File: config.mk
export PLATFORM = sky130hd
export DESIGN_NAME = stream_width_conv
export DESIGN_NICKNAME = d
export VERILOG_FILES = /design/src/rtl/swc_pkg.sv /design/src/rtl/swc_bitbuf.sv /design/src/rtl/stream_width_conv.sv
export SDC_FILE = /design/constraint.sdc
export NUM_CORES = 1
export LEC_CHECK = 0
export BUFFER_PORTS_ARGS = -buffer_cell sky130_fd_sc_hd__buf_2
export CAP_MARGIN = 10
export CORE_ASPECT_RATIO = 1.1
export CORE_UTILIZATION = 50
export DETAILED_ROUTE_END_ITERATION = 8
export PLACE_DENSITY = 0.76
export REMOVE_ABC_BUFFERS = 1
export SLEW_MARGIN = 25
export SYNTH_ARGS = -nofsm -noshare
export SYNTH_HDL_FRONTEND = slang
export SYNTH_SLANG_ARGS = --single-unit
File: constraint.sdc
create_clock -name clk -period 3 [get_ports clk]
set_clock_uncertainty 0.2 [all_clocks]
set_input_delay 0.6 -clock clk [delete_from_list [all_inputs] [get_ports clk]]
set_output_delay 0.6 -clock clk [all_outputs]
set_load 0.005 [all_outputs]
File: src/rtl/swc_pkg.sv
// Shared types and width helpers for the stream width converter.
package swc_pkg;

    typedef enum logic [0:0] {
        ACCUM,
        DRAIN
    } swc_state_e;

    // Fill counter must count 0..N+M inclusive.
    function automatic int unsigned swc_fill_w(input int unsigned n, input int unsigned m);
        return $clog2(n + m + 1);
    endfunction

    // out_bits_o must represent 0..M inclusive.
    function automatic int unsigned swc_ob_w(input int unsigned m);
        return $clog2(m + 1);
    endfunction

endpackage

File: src/rtl/swc_bitbuf.sv
// Left-justified bit buffer: pop removes the top M bits, push appends N bits below the fill.
module swc_bitbuf
    import swc_pkg::*;
#(
    parameter int unsigned N = 8,
    parameter int unsigned M = 32
) (
    input  logic                        clk,
    input  logic                        rst_n,
    input  logic                        push,
    input  logic                        pop,
    input  logic [N-1:0]                din,
    output logic [M-1:0]                word,
    output logic [swc_fill_w(N, M)-1:0] fill
);

    localparam int unsigned BUF_W  = N + M;
    localparam int unsigned FILL_W = swc_fill_w(N, M);
    localparam logic [FILL_W-1:0] M_F = FILL_W'(M);
    localparam logic [FILL_W-1:0] N_F = FILL_W'(N);

    logic [BUF_W-1:0]  bits_q, bits_d, bits_pop;
    logic [FILL_W-1:0] fill_q, fill_d, fill_pop;
    logic [BUF_W-1:0]  din_ext;

    assign din_ext = {{M{1'b0}}, din};

    // Pop first, then insert the new beat just below the post-pop fill level.
    always_comb begin
        bits_pop = bits_q;
        fill_pop = fill_q;
        if (pop) begin
            bits_pop = bits_q << M;
            fill_pop = (fill_q >= M_F) ? fill_q - M_F : '0;
        end
        bits_d = bits_pop;
        fill_d = fill_pop;
        // Push is only granted with fill <= M, so the shift M - fill is never negative.
        if (push) begin
            bits_d = bits_pop | (din_ext << (M_F - fill_pop));
            fill_d = fill_pop + N_F;
        end
    end

    // Buffer and fill registers.
    always_ff @(posedge clk or negedge rst_n) begin
        if (!rst_n) begin
            bits_q <= '0;
            fill_q <= '0;
        end else begin
            bits_q <= bits_d;
            fill_q <= fill_d;
        end
    end

    assign word = bits_q[BUF_W-1 -: M];
    assign fill = fill_q;

endmodule

File: src/rtl/stream_width_conv.sv
// Valid/ready width converter, N-bit beats in, M-bit words out, MSB-first, last-framed.
module stream_width_conv
    import swc_pkg::*;
#(
    parameter int unsigned N = 8,
    parameter int unsigned M = 32
) (
    input  logic                   clk,
    input  logic                   rst_n,
    input  logic                   vld_i,
    input  logic [N-1:0]           din,
    input  logic                   last_i,
    output logic                   rdy_o,
    output logic                   vld_o,
    output logic [M-1:0]           dout,
    output logic [swc_ob_w(M)-1:0] out_bits_o,
    output logic                   last_o,
    input  logic                   rdy_i
);

    localparam int unsigned FILL_W = swc_fill_w(N, M);
    localparam int unsigned OB_W   = swc_ob_w(M);
    localparam logic [FILL_W-1:0] M_F = FILL_W'(M);

    swc_state_e        state_q, state_d;
    logic              accept_en_q;
    logic              push, pop;
    logic [FILL_W-1:0] fill;

    assign push = vld_i & rdy_o;
    assign pop  = vld_o & rdy_i;

    // Handshake outputs derive from registers only, no combinational rdy_i -> rdy_o path.
    assign rdy_o  = accept_en_q && (state_q == ACCUM) && (fill <= M_F);
    assign vld_o  = (fill >= M_F) || ((state_q == DRAIN) && (fill != '0));
    assign last_o = (state_q == DRAIN) && (fill <= M_F) && (fill != '0);
    assign out_bits_o = (fill >= M_F) ? OB_W'(M) : OB_W'(fill);

    // Frame FSM next state: enter DRAIN on an accepted last beat, leave when emptied.
    always_comb begin
        state_d = state_q;
        unique case (state_q)
            ACCUM:   if (push && last_i) state_d = DRAIN;
            DRAIN:   if (pop && (fill <= M_F)) state_d = ACCUM;
            default: state_d = ACCUM;
        endcase
    end

    // State register; accept_en_q holds rdy_o low until the first edge after reset.
    always_ff @(posedge clk or negedge rst_n) begin
        if (!rst_n) begin
            state_q     <= ACCUM;
            accept_en_q <= 1'b0;
        end else begin
            state_q     <= state_d;
            accept_en_q <= 1'b1;
        end
    end

    swc_bitbuf #(
        .N (N),
        .M (M)
    ) u_bitbuf (
        .clk   (clk),
        .rst_n (rst_n),
        .push  (push),
        .pop   (pop),
        .din   (din),
        .word  (dout),
        .fill  (fill)
    );

endmodule

== Yosys cells after proc, flatten, opt, wreduce, memory -nomap -nowiden ==
Index checks and enable logic that the tools add are counted.

* Input port bits: 13
* Output and inout bits: 41
* Logic and storage cells: 32
* Register bits after elaboration: 48

* Add/subtract/negate cells: 3
* Bitwise gates (word level): 4
* $lt $le $gt $ge: 2
* Shifts and indexed selects: 1
* Reductions and logical operators: 9
* Muxes and demuxes: 9

{| class="wikitable"
|+ Operators by type and width
! operator !! number
|-
| two-way mux 40 bit || 2
|-
| bitwise OR 40 bit || 1
|-
| left shift 8 x 6 -> 40 bit || 1
|-
| two-way mux 6 bit || 4
|-
| logical AND 1 bit || 7
|-
| adder 6 x 4 -> 6 bit (second input constant) || 1
|-
| greater-or-equal comparator 6 bit (second input constant) || 1
|-
| <= comparator 6 bit (second input constant) || 1
|-
| nonzero test 6 bit || 1
|-
| subtractor 6 bit (first input constant) || 1
|-
| subtractor 6 bit (second input constant) || 1
|-
| bitwise AND 1 bit || 2
|-
| two-way mux 1 bit || 2
|-
| one-hot mux 1 bit (2 select lines) || 1
|-
| logical OR 1 bit || 1
|-
| inverter 1 bit || 1
|}

== Logic depth before layout (Yosys ltp) ==
* Depth in word-level cells: 9
* Mapped depth: 13
* Gate-level depth less buffers: 9

== Cells and area by module ==
A second synthesis with hierarchy kept.

* Cells, all modules: 351
* Area, all modules: 3330.7 um^2

{| class="wikitable"
|+ Modules (own cells, without submodules)
! module !! times used !! cells each !! sequential area each (um^2) !! area an instance (um^2)
|-
| swc_bitbuf || 1 || 323 || 1151.1 || 3075.4
|-
| stream_width_conv || 1 || 28 || 50.0 || 255.2
|}

== Worst setup path before layout ==
OpenSTA, ideal clock, no wires.

* Path kind: input to register
* Start: input rdy_i
* End: register u_bitbuf.bits_q[22]
* Slack: -0.171 ns
* Arrival: 2.893 ns
* Cell stages on the path: 13
* Path buffers: 4
* Required time: 2.723 ns
* Cell sequence: buf_2 nand3b_1 buf_2 clkbuf_1 nand2_1 ha_1 nand2b_1 a21oi_1 a21oi_1 nor3_2 buf_2 nand2_1 o21ai_1

* Cells in the longest elaborated chain, start to end: 6

{| class="wikitable"
|+ RTL lines
! what !! line !! RTL
|-
| start: declaration || stream_width_conv.sv:18 || <nowiki>input logic rdy_i</nowiki>
|-
| bitwise AND 1 bit (*) || stream_width_conv.sv:31 || <nowiki>assign pop = vld_o & rdy_i;</nowiki>
|-
| two-way mux 6 bit || swc_bitbuf.sv:32 || <nowiki>if (pop) begin</nowiki>
|-
| subtractor 6 bit || swc_bitbuf.sv:40 || <nowiki>bits_d = bits_pop | (din_ext << (M_F - fill_pop));</nowiki>
|-
| left shift 8 x 6 -> 40 bit || swc_bitbuf.sv:40 ||
|-
| bitwise OR 40 bit || swc_bitbuf.sv:40 ||
|-
| two-way mux 40 bit (*) || swc_bitbuf.sv:39 || <nowiki>if (push) begin</nowiki>
|-
| via u_bitbuf.bits_d[22] || swc_bitbuf.sv:22 || <nowiki>logic [BUF_W-1:0] bits_q, bits_d, bits_pop;</nowiki>
|-
| end signal: assignment || swc_bitbuf.sv:51 || <nowiki>bits_q <= bits_d;</nowiki>
|-
| end: declaration || swc_bitbuf.sv:22 ||
|}

The timed path passes the listed nets; every way through them passes the cells marked *.

== Worst setup path in the final report ==
* Start: register u_bitbuf.fill_q[3], in the netlist u_bitbuf.fill[3]
* End: output last_o

* Cells in the longest elaborated chain, start to end: 3

{| class="wikitable"
|+ RTL lines
! what !! line !! RTL
|-
| start: declaration || swc_bitbuf.sv:23 || <nowiki>logic [FILL_W-1:0] fill_q, fill_d, fill_pop;</nowiki>
|-
| start signal: assignment || swc_bitbuf.sv:52 || <nowiki>fill_q <= fill_d;</nowiki>
|-
| <= comparator 6 bit || stream_width_conv.sv:36 || <nowiki>assign last_o = (state_q == DRAIN) && (fill <= M_F) && (fill != '0);</nowiki>
|-
| logical AND 1 bit || stream_width_conv.sv:36 ||
|-
| logical AND 1 bit (*) || stream_width_conv.sv:36 ||
|-
| end: declaration || stream_width_conv.sv:17 || <nowiki>output logic last_o,</nowiki>
|}

Mark *: on every way between the ends. The rest lies on a longest branch, timed or not.

==> run_results.csv <==
group,metric,value,unit
floorplanning,start_util,53.2,%
timing,hold_violations,0,
cts,clk_pin_slew,0.09,ns
cells_and_area,finalInstanceArea,3350,um^2
critical_path,crit_end,"last_o",
cells_and_area,post-route-util,56.6,%
drt,drtPass1Iterations,5,
logic_synthesis,syn_area,3150,um^2
run,cap_violations,0,
pwr,combPwrFrac,45.8,%
grt,grt_usage,24.8,%
cts,clock_sinks,48,
drt,drtAntennaViolNets,0,
drt,wl_per_cell,17.1,um
pwr,internal_power,1.64,mW
placed_design,dpl_worst_slack,0.231,ns
placed_design,gp_congestion,0.941,
timing,max_clock_freq,348,MHz
floorplanning,die_h,85.2,um
critical_path,cpMaxStageDelayCell,"or4_4",
critical_path,arrival,2.08,ns
logic_synthesis,synth-edff-count,0,
pwr,p_total,2.70,mW
logic_synthesis,yosys_warnings,0,
critical_path,reg2reg_from,"u_bitbuf.fill[3]",
pwr,p_clk_share,15.1,%
placed_design,detailed_place_hpwl,5.56,mm
critical_path,critPathLaunchType,"register",
cells_and_area,area.sequential,1200,um^2
critical_path,path_max_fanout,9,
logic_synthesis,synth.distinct_cells,64,
drt,wirelength,7.48,mm
drt,vias_per_cell,6.05,
timing,rsz0062_at_grt,"false",
floorplanning,die_area,6620,um^2
cells_and_area,multi_input_area,1530,um^2
pwr,cellPowerDensity,808,nW/um^2
floorplanning,core,5910,um^2
cts,cts-resized-gates,0,
cts,cts_buffer_depth,2,
timing,worstMarginPinSlew,0.620,ns
logic_synthesis,yosys_most_used_dff,"dfrtp_1",
cts,htreeDepth,2,
critical_path,crit_chain,"or4_4 -> or2_1 -> nand2_1 -> and3b_1 -> buf_2",
placed_design,placed_area,3250,um^2
logic_synthesis,synthArstFlopShare,100,%
cts,postCtsSetupRepairBufs,0,
drt,drc,0,
logic_synthesis,syn_inst,340,
logic_synthesis,seq_area_frac_synth,38.2,%
critical_path,rrSetupSlack,0.34,ns
grt,grt_overflow,0,
worst_hold_path,hold_class,"in -> async",
grt,grt_max_degree,49,
floorplanning,pin_count,54,
timing,min_period,2.88,ns
logic_synthesis,ys_ff_latch,48,
cells_and_area,fin_nets,374,
timing,tns,0,ns
placed_design,io_buffers,53,
critical_path,critPathLaunch,"u_bitbuf.fill[3]",
cts,cts_buffers,5,
cells_and_area,layout-drive-gt1-share,26.9,%
cells_and_area,syn2layout_area_growth,6.28,%
critical_path,r2r_cells,6,
logic_synthesis,syn_avg_cell_area,9.26,um^2
grt,grt_pass1_wl,12.8,mm
pwr,switching_share,39.2,%
timing,period_share,95.9,%
timing,drv_slew,0,
pwr,seqPwrFrac,39.1,%
grt,antenna_found_initial,0,
floorplanning,fp.dieW,77.7,um
drt,drt_iter0_drc,204,
pwr,p_leak,1.64,nW
critical_path,cp.required,2.20,ns
outcome,status,"complete, no violations",
cts,clock-root-buffer,"clkbuf_8",
drt,via_count,2645,
pwr,p_sw,1.06,mW
cells_and_area,fill_cells,536,
critical_path,r2r-end,"u_bitbuf.bits_q[39]",
timing,worst_slack,0.123,ns
grt,grt_pass1_vias,2535,
cts,clk_latency,0.30,ns
timing,slew_headroom,58.6,%
critical_path,slowest_delay,0.52,ns
cells_and_area,num_antenna_cells,0,
cts,cts_hold_buf,0,
critical_path,worst_setup_path_end_kind,"primary output",
critical_path,path_class,"reg -> out",
cts,cts_tree,"yes",
floorplanning,fp-row-count,29,
timing,setup_violations,0,
pwr,peakVddDrop,0.348,mV
## per-layer routing
layer  routed length [um]  vias to the layer above  track usage, %
li1                     -                     1247               -
met1                 3390                     1288            34.7
met2                 3560                       93            39.1
met3                  364                       17            3.44
met4                  159                        0            9.26
met5                    0                        -               0
## metrics by stage
step / hold slack (ns) / instances
2_1_floorplan: 0.104 / 285
3_3_place_gp: 0.256 / 429
3_5_place_dp: 0.269 / 429
4_1_cts: 0.0699 / 437
5_1_grt: 0.0861 / 437
6_report: 0.0475 / 437
## cell families after synthesis
family	Yosys count	synth area share (%)
simple gates	114	19.4
compound gates	98	23.5
xor+xnor	3	0.835
other cells	1	0.119
mux	12	3.97
buf+inv	62	13.2
flops	48	38.2
fa+ha+maj	2	0.795
## power groups by stage
stage | clock network, mW | logic (mW) | registers, mW
5_1_grt | 0.445 | 1.38 | 1.09
3_5_place_dp | 0 | 1.23 | 1.07
2_1_floorplan | 0 | 0.739 | 1.07
4_1_cts | 0.416 | 1.24 | 1.06
3_3_place_gp | 0 | 1.20 | 1.06
6_report | 0.409 | 1.24 | 1.06
## worst min-delay path by stage
stage,start,to,slack (ns)
finish,rst_n,u_bitbuf.fill[3],0.05
global route,rst_n,u_bitbuf.bits_q[38],0.09
CTS,rst_n,u_bitbuf.fill[3],0.07
detailed placement,u_bitbuf.bits_q[6],u_bitbuf.bits_q[6],0.27
global placement,u_bitbuf.bits_q[28],u_bitbuf.bits_q[28],0.26
floorplan,rst_n,accept_en_q,0.10
## layout make-up
class | count | area share (%)
inverters | 7 | 0.785
clock buffers | 6 | 2.47
repair buffers | 67 | 11.8
multi-input cells | 230 | 45.7
clock inverters | 2 | 0.411
flip-flops and latches | 48 | 35.9
well taps | 77 | 2.88
## state kept, by name, summed over array words and instances, names as in the netlist
register and flops:
u_bitbuf.fill 6, u_bitbuf.bits_q 40, state_q 1, accept_en_q 1
## cells in the mapped netlist (5+ instances only)
| master | instances | share of area (%) |
|---|---|---|
| a32o_1 | 5 | 1.6 |
| dfrtp_1 | 48 | 38 |
| o211ai_1 | 6 | 1.4 |
| a21oi_1 | 9 | 1.4 |
| nor2_1 | 18 | 2.1 |
| mux2i_1 | 8 | 2.5 |
| nor2b_1 | 7 | 1.4 |
| a22o_1 | 11 | 3.1 |
| inv_1 | 7 | 0.83 |
| nand3_1 | 15 | 2.4 |
| o221ai_1 | 5 | 1.4 |
| o21ai_1 | 10 | 1.6 |
| o21ai_0 | 13 | 2.1 |
| buf_2 | 5 | 0.79 |
| a32oi_1 | 7 | 1.9 |
| buf_4 | 35 | 8.3 |
| nand2_1 | 39 | 4.7 |
| clkbuf_1 | 10 | 1.2 |
## cells in the final DEF, fill, tap and decap left out, types with 3 or more instances in the layout
master     instances
buf_2             53
nand2_4            4
dfrtp_1           48
o221ai_1           5
and2_1             4
o21ai_2            4
clkbuf_8           6
o2111ai_1          3
nand2_1           39
a32o_1             5
o211ai_1           6
a31oi_1            4
nor2b_1            7
inv_1              7
o22ai_1            3
nand3_1           15
a22o_1            11
nand2b_1           4
a221o_1            4
mux2_2             3
a21oi_1            9
o21ai_1           10
mux2i_1            8
buf_4             12
a32oi_1            7
nor2_1            18
o21ai_0           13
## worst max-delay path, delay by kind of cell (launching register included)
kind          cells  cell delay (ns)
flops             1             0.50
buf+inv           1             0.11
simple gates      4             1.16
Power figures use the tool's default switching activity.
